[config.mk]
export PLATFORM = sky130hd
export DESIGN_NAME = pe_feeder
export DESIGN_NICKNAME = d
export VERILOG_FILES = /design/src/rtl/pe_feeder_pkg.sv /design/src/rtl/pe_feeder_sm_conv16_8.sv /design/src/rtl/pe_feeder.sv
export SDC_FILE = /design/constraint.sdc
export NUM_CORES = 1
export LEC_CHECK = 0
export BUFFER_PORTS_ARGS = -buffer_cell sky130_fd_sc_hd__buf_2
export CAP_MARGIN = 20
export CORE_MARGIN = 2
export CORE_UTILIZATION = 25
export DETAILED_ROUTE_END_ITERATION = 10
export HOLD_SLACK_MARGIN = 0.1
export PLACE_DENSITY = 0.52
export SYNTH_ARGS = -nofsm -noshare
export SYNTH_HDL_FRONTEND = slang
export SYNTH_SLANG_ARGS = --single-unit
export TNS_END_PERCENT = 20
[constraint.sdc]
create_clock -name clk -period 2.4 [get_ports clk]
set_clock_uncertainty 0.2 [all_clocks]
set_input_delay 0.12 -clock clk [delete_from_list [all_inputs] [get_ports clk]]
set_output_delay 0.12 -clock clk [all_outputs]
set_load 0.02 [all_outputs]
[src/rtl/pe_feeder_pkg.sv]
// Shared encodings for the PE operand feeder: FSM states, beat kinds and lane modes.
package pe_feeder_pkg;

  localparam int DATA_W = 16;

  typedef enum logic [1:0] {
    ST_IDLE   = 2'd0,
    ST_WLOAD  = 2'd1,
    ST_STREAM = 2'd2,
    ST_DRAIN  = 2'd3
  } state_t;

  localparam logic KIND_W = 1'b0;
  localparam logic KIND_X = 1'b1;

  localparam logic MODE_16  = 1'b0;
  localparam logic MODE_8X2 = 1'b1;

endpackage

[src/rtl/pe_feeder_sm_conv16_8.sv]
// Two's-complement to sign-magnitude converter: one 16-bit operand or two independent 8-bit lanes.
module sm_conv16_8
  import pe_feeder_pkg::*;
(
  input  logic              mode,
  input  logic [DATA_W-1:0] data,
  output logic [DATA_W-1:0] magnitude,
  output logic [1:0]        sign
);

  // The most negative value wraps onto itself, which is exactly its unsigned magnitude.
  function automatic logic [15:0] abs16(input logic [15:0] v);
    logic [15:0] r;
    r = v[15] ? (~v + 16'd1) : v;
    return r;
  endfunction

  function automatic logic [7:0] abs8(input logic [7:0] v);
    logic [7:0] r;
    r = v[7] ? (~v + 8'd1) : v;
    return r;
  endfunction

  always_comb begin
    magnitude = '0;
    sign      = 2'b00;
    if (mode == MODE_8X2) begin
      magnitude = {abs8(data[15:8]), abs8(data[7:0])};
      sign      = {data[15], data[7]};
    end else begin
      magnitude = abs16(data);
      sign      = {data[15], data[15]};
    end
  end

endmodule

[src/rtl/pe_feeder.sv]
// Job sequencer feeding one weight then cfg_len converted activations to a processing element.
module pe_feeder
  import pe_feeder_pkg::*;
#(
  parameter int DRAIN_CYC = 2,
  parameter int LEN_W     = 16
) (
  input  logic              clk,
  input  logic              res,
  input  logic              start,
  input  logic              cfg_mode,
  input  logic [LEN_W-1:0]  cfg_len,
  input  logic              s_valid,
  output logic              s_ready,
  input  logic              s_kind,
  input  logic [DATA_W-1:0] s_data,
  output logic              mode,
  output logic [DATA_W-1:0] Win,
  output logic              Wrecv,
  output logic [DATA_W-1:0] Xin,
  output logic [1:0]        Xsign,
  output logic              enable,
  output logic              busy,
  output logic              done,
  output logic              err
);

  localparam int DCNT_W = $clog2(DRAIN_CYC + 2);

  state_t              state;
  logic [LEN_W-1:0]    cnt;
  logic [DCNT_W-1:0]   dcnt;
  logic                vld_p0;
  logic [DATA_W-1:0]   conv_mag;
  logic [1:0]          conv_sign;

  assign vld_p0 = s_valid & s_ready;

  sm_conv16_8 u_conv (
    .mode      (mode),
    .data      (s_data),
    .magnitude (conv_mag),
    .sign      (conv_sign)
  );

  always_ff @(posedge clk or posedge res) begin
    if (res) begin
      state   <= ST_IDLE;
      cnt     <= '0;
      dcnt    <= '0;
      mode    <= MODE_16;
      Win     <= '0;
      Wrecv   <= 1'b0;
      Xin     <= '0;
      Xsign   <= 2'b00;
      enable  <= 1'b0;
      s_ready <= 1'b0;
      busy    <= 1'b0;
      done    <= 1'b0;
      err     <= 1'b0;
    end else begin
      // ---- stage p0 -> p1: accepted beat becomes a one-cycle strobe to the PE ----
      Wrecv  <= 1'b0;
      enable <= 1'b0;
      Xin    <= '0;
      Xsign  <= 2'b00;
      done   <= 1'b0;

      case (state)
        ST_IDLE: begin
          if (start) begin
            mode    <= cfg_mode;
            cnt     <= cfg_len;
            err     <= 1'b0;
            state   <= ST_WLOAD;
            s_ready <= 1'b1;
            busy    <= 1'b1;
          end
        end

        ST_WLOAD: begin
          if (vld_p0) begin
            if (s_kind == KIND_W) begin
              Win   <= s_data;
              Wrecv <= 1'b1;
              if (cnt == '0) begin
                state   <= ST_DRAIN;
                s_ready <= 1'b0;
                dcnt    <= '0;
              end else begin
                state <= ST_STREAM;
              end
            end else begin
              err <= 1'b1;
            end
          end
        end

        ST_STREAM: begin
          if (vld_p0) begin
            if (s_kind == KIND_X) begin
              enable <= 1'b1;
              Xin    <= conv_mag;
              Xsign  <= conv_sign;
              cnt    <= cnt - LEN_W'(1);
              if (cnt == LEN_W'(1)) begin
                state   <= ST_DRAIN;
                s_ready <= 1'b0;
                dcnt    <= '0;
              end
            end else begin
              err <= 1'b1;
            end
          end
        end

        ST_DRAIN: begin
          // The cycle carrying the final strobe counts as drain cycle zero.
          if (dcnt == DCNT_W'(DRAIN_CYC)) begin
            done  <= 1'b1;
            busy  <= 1'b0;
            state <= ST_IDLE;
          end else begin
            dcnt <= dcnt + DCNT_W'(1);
          end
        end

        default: begin
          state   <= ST_IDLE;
          s_ready <= 1'b0;
          busy    <= 1'b0;
        end
      endcase
    end
  end

endmodule

Word level (Yosys, flattened, before mapping)
Index checks and enable logic that the tools add are counted.
{ "totals": {"reg_bits": 61, "input_bits": 38, "out_inout_bits": 41, "word_cells": 109} }
{ "classes": {"n_addsub": 5, "n_eq_ne": 16, "n_mux": 56, "bitwise": 5, "n_reduce_logical": 14} }
{ "op_table": {"columns": ["operator", "n"], "rows": [
  ["16-bit 2-to-1 mux", 8],
  ["2-bit 2-to-1 mux", 17],
  ["16-bit one-hot mux with 2 select lines", 1],
  ["1-bit 2-to-1 mux", 23],
  ["2-bit != test (second input constant)", 11],
  ["16-bit by 1-bit adder with 16-bit output (second input constant)", 1],
  ["8-bit by 1-bit adder with 8-bit output (second input constant)", 2],
  ["16-bit by 1-bit == test with 1-bit output (second input constant)", 1],
  ["16-bit logical NOT", 1],
  ["8-bit 2-to-1 mux", 2],
  ["16-bit inverter", 1],
  ["8-bit inverter", 2],
  ["8-bit AND reduction", 2],
  ["16-bit by 1-bit subtractor with 16-bit output (second input constant)", 1],
  ["2-bit one-hot mux with 4 select lines", 1],
  ["7-bit AND reduction", 1],
  ["2-bit == test (second input constant)", 3],
  ["1-bit one-hot mux with 3 select lines", 2],
  ["2-bit one-hot mux with 3 select lines", 1],
  ["3-bit AND reduction", 2],
  ["6-bit AND reduction", 1],
  ["3-bit nonzero test", 2],
  ["4-bit AND reduction", 1],
  ["2-bit nonzero test", 2],
  ["7 further kinds", 7]
]} }

Depth between registers and ports, before layout
Gate-level depths: netlist of run 1.
{ "depth": {"depth_word": 7, "mapped_depth": 9, "depth_no_buf": 8} }

Hierarchy
A second synthesis of run 1 with hierarchy kept.
{ "unflattened": {"hier_cells": 317, "area_unflattened_um2": 3246.9} }
{ "modules_own_cells": {"columns": ["module", "instances", "cells_each", "area_each_um2", "seq_area_each_um2"], "rows": [
  ["pe_feeder", 1, 256, 2820.2, 1526.5],
  ["sm_conv16_8", 1, 61, 426.7, 0.0]
]} }

Worst setup path after synthesis of run 1
Ideal clock, no wire load.
{ "synth_timing": {"kind": "reg2reg", "start": "reg state[0]", "end": "reg dcnt[1]", "setup_time_ns": 0.125, "arrival_time_ns": 1.720, "t_required_ns": 2.075, "setup_slack_ns": 0.355, "path_stages_with_launch": 9, "n_path_buf": 1, "synth_period_minus_slack_ns": 2.045, "path_cell_list": "dfrtp_1 -> inv_1 -> ha_1 -> inv_2 -> buf_2 -> a21o_1 -> and3_1 -> and3_4 -> mux2_4"} }
{ "synth_via": {"elab_chain_len": 3, "word_cells_on_any_way": 13, "cone_classes": "10 x eq/ne; 1 x mux; 2 x reduce/logical"} }
{ "synth_lines": {"columns": ["element", "line", "source"], "rows": [
  ["start, declared", "pe_feeder.sv:30", "state_t state;"],
  ["start signal, assigned", "pe_feeder.sv:48", "state <= ST_IDLE;"],
  ["start signal, assigned", "pe_feeder.sv:75", "state <= ST_WLOAD;"],
  ["start signal, assigned", "pe_feeder.sv:87", "state <= ST_DRAIN;"],
  ["2-bit == test / 2-bit by 1-bit == test with 1-bit output (equally long branches)", "pe_feeder.sv:69", "case (state)"],
  ["2-bit != test (no line) / 3-bit nonzero test (equally long branches)", null, null],
  ["8-bit AND reduction (no line)", null, null],
  ["end signal, assigned", "pe_feeder.sv:124", "dcnt <= dcnt + DCNT_W'(1);"],
  ["end, declared", "pe_feeder.sv:32", "logic [DCNT_W-1:0] dcnt;"]
]} }
Parallel ways exist; a longest one is shown, timed or not.
A chain may end at the register's enable or synchronous reset.

Final worst setup path of run 1
{ "layout_timing": {"start": "in s_data[2]", "end": "reg Xin[11]"} }
{ "layout_via": {"elab_chain_len": 7} }
{ "layout_lines": {"columns": ["element", "line", "source"], "rows": [
  ["start, declared", "pe_feeder.sv:16", "input logic [DATA_W-1:0] s_data,"],
  ["16-bit inverter", "pe_feeder_sm_conv16_8.sv:14", "r = v[15] ? (~v + 16'd1) : v;"],
  ["16-bit by 1-bit adder with 16-bit output", "pe_feeder_sm_conv16_8.sv:14", null],
  ["16-bit 2-to-1 mux", "pe_feeder_sm_conv16_8.sv:14", null],
  ["16-bit 2-to-1 mux", "pe_feeder_sm_conv16_8.sv:27", "if (mode == MODE_8X2) begin"],
  ["16-bit 2-to-1 mux", "pe_feeder.sv:101", "if (s_kind == KIND_X) begin"],
  ["16-bit 2-to-1 mux", "pe_feeder.sv:100", "if (vld_p0) begin"],
  ["16-bit 2-to-1 mux", "pe_feeder.sv:69", null],
  ["end signal, assigned", "pe_feeder.sv:103", "Xin <= conv_mag;"],
  ["end, declared", "pe_feeder.sv:20", "output logic [DATA_W-1:0] Xin,"]
]} }
No other way between the ends.

==> results of run 1 <==
==> cell families after synthesis <==
logic type,Yosys count,share of synthesized area (%)
and+or+nand+nor,111,18.5
AOI/OAI and AO/OA,85,16.4
DFF,61,47.4
buffers and inverters,29,3.65
muxes,20,6.96
adders and majority gates,12,4.66
xor gates and xnor gates,9,2.45
==> registers in the layout, indices dropped and copies added, names as in the netlist <==
name and count:
Win 16, done 1, Xsign 2, cnt 16, s_ready 1, enable 1, mode 1, err 1
state 2, Wrecv 1, dcnt 2, Xin 16, busy 1
==> path summary, 6_finish.rpt <==
kind | from | end | slack [ns] | cells past startpoint
worst max-delay path | s_data[2] | Xin[11] | 0.12 | 8
worst min-delay path | s_data[4] | Xin[6] | 0.14 | 5
worst max register to register | mode | Xin[3] | 0.17 | 5
worst min register to register | Win[9] | Win[9] | 0.27 | 2
max in group asynchronous | res | Win[10] | 1.14 | 4
min in group asynchronous | res | cnt[3] | 0.25 | 3
==> power breakdown <==
part | switching [mW] | total [mW] | internal (mW)
clock network | 0.460 | 1.20 | 0.744
logic | 1.23 | 2.20 | 0.970
registers | 0.340 | 1.72 | 1.38
total | 2.03 | 5.13 | 3.10
==> cell type report <==
| cell class | instances | share of cell area [%] |
|---|---|---|
| Clock buffer | 11 | 5.52 |
| Clock inverter | 4 | 0.519 |
| Inverter | 17 | 1.39 |
| Multi-Input combinational cell | 237 | 34.9 |
| Sequential cell | 61 | 33.3 |
| Tap cell | 172 | 4.70 |
| Timing Repair Buffer | 130 | 19.6 |
==> worst max-delay path, cell delays in order <==
cell and delay, ns:
dlygate4sd3_1 0.54, buf_2 0.17, nor4_4 0.33, a21oi_2 0.15, o41ai_2 0.20, dlygate4sd3_1 0.60
xor2_1 0.14, nor2_1 0.05
==> placed cells by master, fill, tap and decap left out, types with 9 or more instances in the layout <==
| cell type | n |
|---|---|
| dfrtp_1 | 61 |
| o21ai_0 | 25 |
| mux2_2 | 14 |
| ha_1 | 12 |
| nor2_1 | 35 |
| nand2_1 | 21 |
| inv_1 | 14 |
| dlygate4sd3_1 | 42 |
| nand3_1 | 11 |
| a21oi_1 | 23 |
| buf_2 | 78 |
| buf_4 | 9 |
| clkbuf_16 | 9 |
| nor3_1 | 9 |
==> what timing repair did <==
| action | CTS | global route |
|---|---|---|
| endpoints found under the setup margin | 0 | 2 |
| setup buffers | 0 | 1 |
| hold buffers | 43 | 0 |
| gates resized for setup | 0 | 4 |
| endpoints found under the hold margin | 83 | 0 |
==> stage by stage <==
| step | hold WS [ns] | TNS (ns) | utilization [%] | cells | area, µm² |
|---|---|---|---|---|---|
| 2_1_floorplan | 0.0481 | 0 | - | 327 | 3220 |
| 3_3_place_gp | 0.0863 | 0 | 30.5 | 574 | 3850 |
| 3_5_place_dp | 0.0882 | 0 | 30.5 | 574 | 3850 |
| 4_1_cts | 0.135 | 0 | 36.1 | 632 | 4560 |
| 5_1_grt | 0.183 | -0.0577 | 36.3 | 632 | 4580 |
| 6_report | 0.139 | 0 | 36.3 | 632 | 4580 |
==> layer usage <==
layer	wire [µm]	share of wire, %	vias to the layer above	global-route usage [%]
met3	492	5.8	12	4.26
met5	0	0	-	0
met4	152	1.8	0	4.89
met2	3850	45	92	20.3
li1	-	-	1432	-
met1	4040	47	1406	17.2
==> results.json, run 1 <==
{
  "ant_nets": 0,
  "hold_viol_final": 0,
  "clock_sinks": 61,
  "fillers": 1278,
  "portBuffers": 78,
  "rows": 41,
  "nets": 506,
  "core_um2": 12600,
  "multiInputGateArea_um2": 1600,
  "synth_cell_types": 55,
  "numCtsBuffers": 9,
  "grt_start_max_net_pins": 33,
  "syn_inst": 327,
  "setup.worst_path.end_class": "register",
  "crit_arrival_ns": 2.30,
  "synth.area.top_cells": "dfrtp_1 47%, mux2_2 4.9%, ha_1 4.7%, nor2_1 4.1%, o21ai_0 3.9%",
  "routed_wl_um": 8540,
  "yosysWarnings": 0,
  "dr.pass1.iters": 4,
  "synthArstFlopShare_pct": 100,
  "worstPathRequired_ns": 2.42,
  "antenna_found_initial": 0,
  "routabilityCongestion": 0.821,
  "drv_slew": 0,
  "synth_top_area_share_pct": 47.4,
  "post-place-ws_ns": 0.241,
  "seq_area_frac_synth_pct": 47.4,
  "relSlewSlack_pct": 53.0,
  "grt_pass1_vias": 2899,
  "synth-seq-cells": 61,
  "syn-num-nets": 377,
  "n_antenna_cell": 0,
  "yosysMostFrequentCell": "dfrtp_1",
  "wire_per_inst_um": 13.5,
  "viasPerCell": 4.66,
  "die_area_um2": 13800,
  "grt_overflow": 0,
  "max_freq_mhz": 438,
  "max-vdd-ir-drop_mv": 0.424,
  "vias": 2942,
  "worst_slack_ns": 0.115,
  "ys.flop_type": "dfrtp_1",
  "status": "complete, no violations",
  "power_density_nw_per_um2": 1120,
  "track_usage_pct": 13.1,
  "root_buffer": "clkbuf_16",
  "regArea_um2": 1530,
  "critical_path_class": "primary input to register",
  "die_height_um": 117,
  "start_util_pct": 25.5,
  "yosysTopAreaCell": "dfrtp_1",
  "syn_to_final_growth_pct": 42.3,
  "worst_slew_pin_slew_ns": 0.704,
  "grt_pass1_wl_um": 14600,
  "min_period_ns": 2.28,
  "drc": 0,
  "maxCapViolCount": 0,
  "drtIter0Drc": 242,
  "total_power_mw": 5.13,
  "clockBufferDepth": 2,
  "cts_tree": "built",
  "finalCritPeriodShare_pct": 95.2,
  "setup_viol": 0,
  "htree_num_levels": 3,
  "clk_pin_slew_worst_paths_ns": 0.05,
  "drive_gt1_share_pct": 29.8,
  "rsz0062_at_grt": "yes",
  "synthesis.area_um2": 3220,
  "leakage_nw": 2.15,
  "synth_edf_count": 0,
  "netlist_top_cells_count": "61 x dfrtp_1, 35 x nor2_1, 25 x o21ai_0, 24 x a21oi_1, 21 x nand2_1",
  "die_w_um": 117,
  "clk_latency_ns": 0.34,
  "cp_max_fo": 7,
  "cp-start-kind": "primary input",
  "avgSynthCellArea_um2": 9.85,
  "num_io_pins": 79,
  "holdCritPathClass": "primary input to register",
  "place_hpwl_um": 6050
}
Power figures use the tool's default switching activity.
==> inputs of run 2 (changes only) <==
--- a/config.mk
+++ b/config.mk
@@ -5,13 +5,13 @@
 export SDC_FILE = /design/constraint.sdc
 export NUM_CORES = 1
 export LEC_CHECK = 0
-export BUFFER_PORTS_ARGS = -buffer_cell sky130_fd_sc_hd__buf_2
 export CAP_MARGIN = 20
 export CORE_MARGIN = 2
 export CORE_UTILIZATION = 25
 export DETAILED_ROUTE_END_ITERATION = 10
+export DONT_BUFFER_PORTS = 1
 export HOLD_SLACK_MARGIN = 0.1
-export PLACE_DENSITY = 0.52
+export PLACE_DENSITY = 0.46
 export SYNTH_ARGS = -nofsm -noshare
 export SYNTH_HDL_FRONTEND = slang
 export SYNTH_SLANG_ARGS = --single-unit
==> run 2 against run 1 <==
  * Core utilization fell by 2.9 points
  * First-iteration DRC count fell by 29%
  * Critical path depth did not move
  * Worst setup slack improved by 0.033 ns
  * Sequential power rose by 15%
  * Total power rose by 1.1%
  * Worst hold slack got worse by 0.018 ns
  * Largest cell class unchanged
  * Highest routed layer unchanged
==> results.json, run 2 (same netlist as run 1, synthesis figures left out) <==
{
  "finalSetupTns_ns": 0,
  "syn_to_final_growth_pct": 31.0,
  "p_sw_mw": 1.99,
  "root_buffer": "clkbuf_16",
  "maxCapViolCount": 0,
  "crit_arrival_ns": 2.27,
  "grt_overflow": 0,
  "drtIter0Drc": 172,
  "place_hpwl_um": 5990,
  "die_area_um2": 13800,
  "antenna_found_initial": 0,
  "p_comb_share_pct": 34.1,
  "critical_path_class": "primary input to register",
  "leakage_nw": 1.81,
  "final_cell_mix": "61 x dfrtp_1, 41 x dlygate4sd3_1, 35 x nor2_1, 25 x o21ai_0, 23 x a21oi_1",
  "numCtsBuffers": 9,
  "drive_gt1_share_pct": 15.0,
  "total_power_mw": 5.19,
  "min_period_ns": 2.25,
  "grt_start_max_net_pins": 34,
  "r2r-end": "Xin[15]",
  "setup.worst_path.end_class": "register",
  "htree_num_levels": 3,
  "clk_pin_slew_worst_paths_ns": 0.05,
  "post-cts-setup-buffers": 0,
  "status": "complete, no violations",
  "viasPerCell": 4.73,
  "grt_pass1_wl_um": 14100,
  "routed_wl_um": 8420,
  "rsz0062_at_grt": "no",
  "cp_max_fo": 5,
  "multiInputGateArea_um2": 1590,
  "hold_viol_final": 0,
  "rows": 41,
  "worstRegToRegCells": 7,
  "die_height_um": 117,
  "power_density_nw_per_um2": 1230,
  "worst_slack_ns": 0.148,
  "r2r_start": "state[0]",
  "n_antenna_cell": 0,
  "core_um2": 12600,
  "nets": 426,
  "track_usage_pct": 12.8,
  "regArea_um2": 1530,
  "clockBufferDepth": 2,
  "worst_slew_pin_slew_ns": 0.613,
  "clkPwrFrac_pct": 27.8,
  "finalCritPeriodShare_pct": 93.8,
  "fillers": 1318,
  "num_io_pins": 79,
  "grt_pass1_vias": 2696,
  "seqPwrFrac_pct": 38.1,
  "clock_sinks": 61,
  "portBuffers": 0,
  "ant_nets": 0,
  "cts_tree": "built",
  "relSlewSlack_pct": 59.1,
  "post-place-ws_ns": 0.201,
  "wire_per_inst_um": 15.3,
  "die_w_um": 117,
  "sw_frac_of_total_pct": 38.4,
  "drv_slew": 0,
  "r2r_slack_ns": 0.18,
  "reg_top3": "Win x16, Xin x16, cnt x16",
  "max_freq_mhz": 444,
  "holdCritPathClass": "primary input to async pin",
  "worstPathRequired_ns": 2.42,
  "drc": 0,
  "setup_viol": 0,
  "max-vdd-ir-drop_mv": 0.471,
  "routabilityCongestion": 0.770,
  "vias": 2609,
  "dr.pass1.iters": 4,
  "cp-start-kind": "primary input",
  "start_util_pct": 25.5,
  "critPathLaunch": "s_data[0]",
  "final_common_cell": "dfrtp_1",
  "internal_power_mw": 3.19,
  "post-route-util_pct": 33.4,
  "clk_latency_ns": 0.33
}
run 2: cell types whose count changed in the layout (fill, tap and decap cells not counted), sizes merged:
cell and change:
clkinvlp +1, buf -79, dlygate4sd3 -1, clkbuf +1, clkinv -4, bufinv +2
run 2: cell type report:
cell class	instances	area share, %
Tap cell	172	5.10
Multi-Input combinational cell	237	37.6
Clock buffer	12	6.32
Timing Repair Buffer	50	11.6
Inverter	17	1.51
Sequential cell	61	36.2
Clock inverter	3	1.60
run 2: how the worst max path moves through the flow:
| stage | end | slack (ns) | cells after the start |
|---|---|---|---|
| 6_report | Xin[8] | 0.15 | 8 |
| 5_1_grt | Xin[15] | 0.05 | 7 |
| 4_1_cts | Xin[8] | 0.02 | 8 |
| 3_5_place_dp | state[1] | 0.20 | 6 |
| 3_3_place_gp | state[1] | 0.19 | 6 |
| 2_1_floorplan | dcnt[1] | 0.35 | 8 |
run 2: through the flow:
stage	hold slack [ns]	instances	area, µm²
final	0.121	552	4220
after global routing	0.175	552	4220
after CTS	0.133	552	4210
after detailed placement	-0.0794	496	3460
after global placement	-0.0752	496	3460
after floorplan	0.0481	327	3220
run 2: power groups by stage:
stage | clock, mW | combinational (mW) | sequential (mW)
final | 1.44 | 1.77 | 1.97
after global routing | 1.54 | 2.00 | 2.04
after CTS | 1.49 | 1.78 | 1.98
after detailed placement | 0 | 1.68 | 1.99
after global placement | 0 | 1.65 | 1.99
after floorplan | 0 | 1.37 | 1.87
run 2: per-layer routing:
metal / vias up / global-route usage [%] / share of wire (%)
li1: 1269 / - / -
met1: 1252 / 15.8 / 45
met2: 76 / 20.6 / 47
met3: 12 / 4.65 / 6.1
met4: 0 / 4.74 / 1.4
met5: - / 0 / 0
run 2: what timing repair did:
action,4_1_cts,5_1_grt
gates resized for setup,0,3
setup endpoints to repair,0,2
hold buffers,41,0
hold endpoints to repair,119,0
run 2: critical path: stages:
cell	delay, ns
dlygate4sd3_1	0.59
inv_1	0.14
ha_1	0.25
nor3b_2	0.29
a21oi_2	0.13
xnor2_1	0.15
nor2_1	0.04
dlygate4sd3_1	0.55
